==> src/rtl/snake_dir_ctrl.sv <==
// Multi-player snake direction controller: edge-detects buttons, filters and queues turns, applies one per step.
// Define SNAKE_DIR_NO_REVERSE_EN to drop presses that would reverse the queued/current direction.
module snake_dir_ctrl #(
    parameter int         NUM_PLAYERS = 1,
    parameter int         QUEUE_DEPTH = 2,
    parameter logic [1:0] RESET_DIR   = 2'b00,
    parameter int         CW          = $clog2(QUEUE_DEPTH + 1)
) (
    input  logic                      clk,
    input  logic                      rst,
    input  logic [NUM_PLAYERS-1:0]    btn_up,
    input  logic [NUM_PLAYERS-1:0]    btn_down,
    input  logic [NUM_PLAYERS-1:0]    btn_right,
    input  logic [NUM_PLAYERS-1:0]    btn_left,
    input  logic                      step,
    output logic [2*NUM_PLAYERS-1:0]  direction,
    output logic [NUM_PLAYERS-1:0]    turned,
    output logic [CW*NUM_PLAYERS-1:0] q_count,
    output logic [NUM_PLAYERS-1:0]    overflow
);

    localparam int            PW   = (QUEUE_DEPTH > 1) ? $clog2(QUEUE_DEPTH) : 1;
    localparam logic [PW-1:0] LAST = PW'(QUEUE_DEPTH - 1);
    localparam logic [CW-1:0] FULL = CW'(QUEUE_DEPTH);

    // Explicit wrap so non-power-of-two depths work.
    function automatic logic [PW-1:0] ptr_inc(input logic [PW-1:0] p);
        return (p == LAST) ? '0 : p + PW'(1);
    endfunction

    function automatic logic [1:0] reverse_dir(input logic [1:0] d);
        return {d[1], ~d[0]};
    endfunction

    for (genvar p = 0; p < NUM_PLAYERS; p++) begin : g_ch
        logic [3:0]    btn, ev, prev_q, prev_d;
        logic [1:0]    dir_q, dir_d, cand, ref_dir;
        logic          turned_q, turned_d, ovf_q, ovf_d;
        logic          cand_vld, drop, want_push, push, pop;
        logic [PW-1:0] rd_q, rd_d, wr_q, wr_d, tail_idx;
        logic [CW-1:0] cnt_q, cnt_d;
        logic [1:0]    mem_q [QUEUE_DEPTH];
        logic [1:0]    mem_d [QUEUE_DEPTH];

        assign btn = {btn_left[p], btn_right[p], btn_down[p], btn_up[p]};

        always_comb begin
            ev       = btn & ~prev_q;
            prev_d   = btn;
            cand_vld = |ev;
            cand     = 2'b11;
            if (ev[0])      cand = 2'b00;
            else if (ev[1]) cand = 2'b01;
            else if (ev[2]) cand = 2'b10;

            // Filters compare against the last queued turn, not the live direction.
            tail_idx = (wr_q == '0) ? LAST : wr_q - PW'(1);
            ref_dir  = (cnt_q != '0) ? mem_q[tail_idx] : dir_q;
            drop     = (cand == ref_dir);
`ifdef SNAKE_DIR_NO_REVERSE_EN
            drop     = drop | (cand == reverse_dir(ref_dir));
`endif
            pop       = step && (cnt_q != '0);
            want_push = cand_vld && !drop;
            push      = want_push && ((cnt_q != FULL) || pop);

            mem_d = mem_q;
            if (push) mem_d[wr_q] = cand;
            wr_d     = push ? ptr_inc(wr_q) : wr_q;
            rd_d     = pop ? ptr_inc(rd_q) : rd_q;
            cnt_d    = cnt_q + CW'(push) - CW'(pop);
            dir_d    = pop ? mem_q[rd_q] : dir_q;
            turned_d = pop;
            ovf_d    = ovf_q | (want_push && (cnt_q == FULL) && !pop);
        end

        always_ff @(posedge clk) begin
            if (rst) begin
                // Capture current levels so a button held through reset is not an event.
                prev_q   <= btn;
                dir_q    <= RESET_DIR;
                turned_q <= 1'b0;
                ovf_q    <= 1'b0;
                rd_q     <= '0;
                wr_q     <= '0;
                cnt_q    <= '0;
            end else begin
                prev_q   <= prev_d;
                dir_q    <= dir_d;
                turned_q <= turned_d;
                ovf_q    <= ovf_d;
                rd_q     <= rd_d;
                wr_q     <= wr_d;
                cnt_q    <= cnt_d;
            end
        end

        always_ff @(posedge clk) begin
            mem_q <= mem_d;
        end

        assign direction[2*p +: 2] = dir_q;
        assign turned[p]           = turned_q;
        assign q_count[CW*p +: CW] = cnt_q;
        assign overflow[p]         = ovf_q;
    end

    logic unused_fn;
    assign unused_fn = ^reverse_dir(2'b00);

endmodule

==> config.mk <==
export PLATFORM = sky130hd
export DESIGN_NAME = snake_dir_ctrl
export DESIGN_NICKNAME = d
export VERILOG_FILES = /design/src/rtl/snake_dir_ctrl.sv
export SDC_FILE = /design/constraint.sdc
export NUM_CORES = 1
export LEC_CHECK = 0
export CAP_MARGIN = 20
export CORE_AREA = 2 2 44 46
export DETAILED_ROUTE_END_ITERATION = 8
export DIE_AREA = 0 0 46 48
export GPL_TIMING_DRIVEN = 0
export PLACE_DENSITY = 0.68
export SYNTH_ARGS = -nofsm -noshare
export SYNTH_HDL_FRONTEND = slang
export SYNTH_SLANG_ARGS = --single-unit
==> constraint.sdc <==
create_clock -name clk -period 2.45 [get_ports clk]
set_clock_uncertainty 0.2 [all_clocks]
set_input_delay 0.49 -clock clk [delete_from_list [all_inputs] [get_ports clk]]
set_output_delay 0.49 -clock clk [all_outputs]
set_load 0.02 [all_outputs]
==> results.md, run 1 <==
* FP Rows at 15
* Share of cells above drive strength 1 at 31.40%
* Sequential element share of the synthesized area at 50.26%
* Global-route wire length before repair at 1966 um
* HPWL Detailed at 777.2 um
* Routed Antenna Nets at 0
* CP Capture Type: flop
* Number of global-route vias before repair at 497
* Crit-path max FO at 2
* Starting density of the core at 42.44%
* Min cycle time layout at 2336 ps
* Wire per inst at 10.58 um
* Top post-synthesis cells by area: dfxtp_1, edfxtp_1, nor2b_1
* # DRC at 0
* Status: finished, final reports clean
* Setup CP Type: reg -> reg
* Clk pwr share at 13.0%
* Total gr overflow at 0
* Final Setup Violations at 0
* Synthesized cell area at 716.9 um2
* Worst-skew pair later-pin latency at 280 ps
* Max-slew violations at 0
* Pint at 0.7227 mW
* Most common cell after layout, fill and taps aside: dfxtp_1
* Crit path launch type: flop
* Die W at 46 um
* Net Sw Frac at 34.49%
* Yosys warns at 0
* CTS Buffer Depth at 2
* Die Area at 0.002208 mm2
* # clock sinks at 16
* Net Count, Synth at 72
* TritonCTS clock tree: built
* Post-synthesis cell type count at 22
* Fin nets at 96
* TNS Setup at 0 ps
* Pwr Density at 1122 mW/mm2
* DIE HEIGHT at 48 um
* CP required at 2410 ps
* Total Routed Length at 1090 um
* Boundary Pins at 13
* Slew HR at 72.67%
* Hold Crit Class: in -> reg
* Period utilization at 95.36%
* Switching pwr at 0.3804 mW
* Max Cap Violations at 0
* Synthesis-to-finish area growth at 37.17%
* Initial DRC count at 3
* Overall Power at 1.103 mW
* Num CTS Buffers at 3
* Slew @ Worst Pin at 409.9 ps
* Max rail drop VDD at 590.8 uV
* ANT cells at 0
* WHS at 147.0 ps
* Syn Inst Count at 63
* R2R cell count at 11
* Arrival time at the worst endpoint at 2300 ps
* Flop-to-flop setup slack at 110 ps
* Reg-to-Reg End: q_count[1]
* Crit path capture: q_count[1]
* Peak Freq at 428.0 MHz
* Post-synthesis register bit count at 16
* Logic pwr share at 49.2%
* Sequential share of power at 37.8%
* Drt via density at 4.738
* Syn Area/Cell at 11.38 um2
* Vias at 488
* CORE AREA at 0.001689 mm2
* Most frequent cells in the layout: dfxtp_1, nor2_1, clkdlybuf4s50_1, buf_4, nor2b_1
* Initial antenna violation count at 0
* Synth top area share at 33.51%
* Largest net degree at the start of global routing at 10
* Largest area contributor in the netlist: dfxtp_1
* Hold Fails Final Rpt at 0
* First drt pass iteration count at 2
* CP startpoint: g_ch[0].mem_q[1]
* H-Tree Level Count at 1
* IO Port Bufs at 11
* Clk slew on worst S/H paths at 90 ps
* CTS Root Cell: clkbuf_4
* R2R Path Start: g_ch[0].mem_q[1]
* Lkg Pwr at 0.4038 nW
* Tot GR Track Use at 13.13%
* GPL Wtd Cong at 0.6777
## layer usage
layer / global-route usage, % / routed length, um / up-vias
met2: 21.67 / 543 / 11
li1: - / - / 258
met1: 15.05 / 486 / 217
met3: 3.396 / 52 / 2
met5: 0 / 0 / -
met4: 8.571 / 8 / 0
## cell families (layout without fill, tap and decap cells)
family	count (synthesis)	count (layout)	share of synthesized area, %
AO/OA/AOI/OAI	7	7	6.282
XOR/XNOR	4	4	4.887
adder cells (fa/ha/maj)	2	2	3.490
buffers and inverters	6	29	3.141
flip-flops	16	16	50.26
multiplexers	7	7	13.09
AND/OR/NAND/NOR	21	21	18.85
## critical path, stage by stage, from the launching register on
cell	delay [ps]
edfxtp_1	390
mux2_4	290
mux2i_4	150
nor2b_1	70
o21ai_2	200
nand3b_4	110
ha_4	270
inv_2	30
ha_2	160
xor2_2	140
xnor2_1	140
nor2_1	50
## power groups by stage
stage	clock network [mW]	registers [mW]	logic [mW]
2_1_floorplan	0	0.445	0.315
3_3_place_gp	0	0.419	0.442
3_5_place_dp	0	0.420	0.451
4_1_cts	0.150	0.415	0.502
5_1_grt	0.161	0.428	0.600
6_report	0.143	0.417	0.543
## cell usage after synthesis
| master | instances |
|---|---|
| a211oi_1 | 2 |
| a21oi_1 | 3 |
| a31oi_1 | 1 |
| clkbuf_1 | 2 |
| dfxtp_1 | 12 |
| edfxtp_1 | 4 |
| ha_1 | 2 |
| inv_1 | 4 |
| mux2_2 | 1 |
| mux2_4 | 2 |
| mux2i_1 | 3 |
| mux2i_4 | 1 |
| nand2_1 | 1 |
| nand2b_1 | 1 |
| nand3b_4 | 1 |
| nor2_1 | 9 |
| nor2_8 | 1 |
| nor2b_1 | 7 |
| nor3b_1 | 1 |
| o21ai_2 | 1 |
| xnor2_1 | 2 |
| xor2_1 | 2 |
## state kept, by name, summed over array words and instances (netlist names)
| name | count |
|---|---|
| g_ch.rd_q | 1 |
| g_ch.prev_q | 4 |
| overflow | 1 |
| turned | 1 |
| q_count | 2 |
| direction | 2 |
| g_ch.wr_q | 1 |
| g_ch.mem_q | 4 |
## worst min-delay path by stage
stage	from	to	slack, ps	cells past startpoint
detailed placement	overflow	overflow	280	2
CTS	btn_up	g_ch[0].prev_q[0]	250	1
global route	btn_right	g_ch[0].prev_q[2]	160	1
finish	btn_right	g_ch[0].prev_q[2]	150	1
floorplan	btn_up	g_ch[0].prev_q[0]	320	0
global placement	overflow	overflow	270	2
## through the flow
stage	area [um2]	setup slack (ps)	cells	util (%)
2_1_floorplan	716.9	53.66	63	-
3_3_place_gp	848.3	-437.6	91	50.22
3_5_place_dp	848.3	-494.4	91	50.22
4_1_cts	952.2	0.5871	101	56.37
5_1_grt	983.4	-3.191	103	58.22
6_report	983.4	113.6	103	58.22
## timing repair
action	CTS	global route
endpoints found under the setup margin	2	1
setup buffers	6	2
hold buffers	0	0
pin swaps	5	6
resized for setup	9	6
## area by class of cell
| cell class | instances | area, um2 |
|---|---|---|
| Fill cell | 143 | 705.7 |
| Timing Repair Buffer | 19 | 170.2 |
| Inverter | 4 | 15.01 |
| Clock buffer | 4 | 26.28 |
| Multi-Input combinational cell | 41 | 379.1 |
| Sequential cell | 16 | 364.1 |
| Buffer | 2 | 7.507 |
| Tap cell | 17 | 21.27 |
Power figures use the tool's default switching activity.
==> inputs of run 2 (changes only) <==
--- a/config.mk
+++ b/config.mk
@@ -7,10 +7,11 @@
 export LEC_CHECK = 0
 export CAP_MARGIN = 20
 export CORE_AREA = 2 2 44 46
+export CTS_BUF_LIST = sky130_fd_sc_hd__clkbuf_16
 export DETAILED_ROUTE_END_ITERATION = 8
 export DIE_AREA = 0 0 46 48
 export GPL_TIMING_DRIVEN = 0
-export PLACE_DENSITY = 0.68
+export PLACE_DENSITY = 0.76
 export SYNTH_ARGS = -nofsm -noshare
 export SYNTH_HDL_FRONTEND = slang
 export SYNTH_SLANG_ARGS = --single-unit
==> run 2 against run 1 <==
Effect of this change:
- clock power is 120% higher
- sequential power is 4% higher
- worst hold slack better by 140 ps
- global-route usage is 0.94 points lower
- core utilization is 2.0 points higher
- register-to-register slack hardly changed
- critical path depth stayed put
- fmax is 0.14% higher
- die area stayed put
- largest power group unchanged
==> results.md, run 2 (synthesis gave the netlist of run 1 again) <==
* DP Area at 848.3 um2
* Critical path's slowest cell: edfxtp_1
* Largest net degree at the start of global routing at 10
* Number of global-route vias before repair at 470
* Boundary Pins at 13
* CP required at 2370 ps
* Post-Layout Inst Area at 0.001017 mm2
* TritonCTS clock tree: built
* Crit path launch type: flop
* Clk slew on worst S/H paths at 50 ps
* CORE AREA at 0.001689 mm2
* Lkg Pwr at 0.4058 nW
* Setup CP Type: reg -> reg
* Drt via density at 5.000
* Num CTS Buffers at 3
* Fin nets at 92
* Worst-skew pair later-pin latency at 240 ps
* Max rail drop VDD at 680.9 uV
* Starting density of the core at 42.44%
* Global-route wire length before repair at 1835 um
* Crit-path cells: mux2_4 > mux2i_4 > nor2b_2 > o21ai_2 > nand3b_4 > ha_4 > inv_2 > ha_4 > xor2_1 > xnor2_1 > nor2_1
* Initial DRC count at 1
* CTS Buffer Depth at 2
* First drt pass iteration count at 4
* R2R cell count at 11
* Total Routed Length at 1178 um
* H-Tree Level Count at 1
* Wire per inst at 11.90 um
* Status: finished, final reports clean
* Hold bufs inserted after CTS at 0
* Peak Freq at 428.6 MHz
* Hold Path Stages at 2
* Routed Antenna Nets at 0
* Share of cells above drive strength 1 at 31.71%
* Synthesis-to-finish area growth at 41.89%
* Slew @ Worst Pin at 400.7 ps
* Max incr delay on CP at 390 ps
* Most frequent cells in the layout: nor2_1, dfxtp_1, clkdlybuf4s50_1
* GPL Wtd Cong at 0.7027
* Hold Fails Final Rpt at 0
* Vias at 495
* Crit-path max FO at 2
* Min cycle time layout at 2333 ps
* Max Cap Violations at 0
* Die Area at 0.002208 mm2
* Top Registers: g_ch.mem_q x4, g_ch.prev_q x4
* # clock sinks at 16
* RSZ-0062 raised after global routing: no
* ANT cells at 0
* IO Port Bufs at 11
* Overall Power at 1.279 mW
* Finished Core Util at 60.22%
* Total gr overflow at 0
* Slew HR at 73.29%
* # DRC at 0
* DIE HEIGHT at 48 um
* Tot GR Track Use at 12.19%
* Period utilization at 95.23%
* CTS Root Cell: clkbuf_16
* Pwr Density at 1258 mW/mm2
* Final Setup Violations at 0
* Hold Crit Class: reg -> reg
* Max-slew violations at 0
* FP Rows at 15
* Die W at 46 um
* Arrival time at the worst endpoint at 2250 ps
* CP Capture Type: flop
* Initial antenna violation count at 0
* Most frequent CP cell: ha_4
* # fillers at 139
==> run 2: repair_timing <==
item                                    4_1_cts  5_1_grt
pin swaps                                     5        6
resized for setup                            11        9
setup buffers                                 3        1
endpoints found under the setup margin        2        1
==> run 2: per-stage QoR <==
stage          TNS [ps]  hold WS (ps)  cells  worst slack, ps
3_3_place_gp     -706.5         260.3     91           -426.1
3_5_place_dp     -866.3         274.4     91           -492.7
5_1_grt               0         304.4     99            11.81
2_1_floorplan         0         317.7     63            53.66
6_report              0         286.9     99            116.8
4_1_cts               0         285.5     98            41.25
==> run 2: area by class of cell <==
type / count / area [um2] / area share [%]
flip-flops and latches: 16 / 366.6 / 36.04
multi-input cells: 41 / 391.6 / 38.50
repair buffers: 15 / 136.4 / 13.41
clock inverters: 1 / 3.754 / 0.3690
plain buffers: 2 / 7.507 / 0.7380
inverters: 4 / 15.01 / 1.476
clock buffers: 3 / 75.07 / 7.380
well taps: 17 / 21.27 / 2.091
==> run 2: final timing paths <==
kind                                        from         end  slack [ps]
worst min-delay path                    overflow    overflow         290
worst max register to register  g_ch[0].mem_q[1]  q_count[1]         120
worst max-delay path            g_ch[0].mem_q[1]  q_count[1]         120
worst min register to register          overflow    overflow         290
==> run 2: per-layer routing <==
metal | vias up | routed length [um] | track usage [%]
li1 | 247 | - | -
met1 | 232 | 495 | 11.57
met2 | 16 | 618 | 24.17
met3 | 0 | 64 | 5.660
met4 | 0 | 0 | 1.714
met5 | - | 0 | 0
==> run 2: worst max-delay path, delay by kind of cell, from the launching register on <==
kind	cells	cell delay, ps
adders and majority gates	2	410
buffers and inverters	1	40
muxes	2	460
and+or+nand+nor	3	230
AOI/OAI and AO/OA	1	200
DFF	1	390
xor gates and xnor gates	2	280
==> run 2: power by group <==
part | internal (mW) | total, mW | leakage, nW | switching [mW]
logic | 0.299 | 0.536 | 0.229 | 0.237
registers | 0.353 | 0.433 | 0.138 | 0.0792
clock network | 0.216 | 0.310 | 0.0385 | 0.0945
total | 0.868 | 1.28 | 0.406 | 0.411
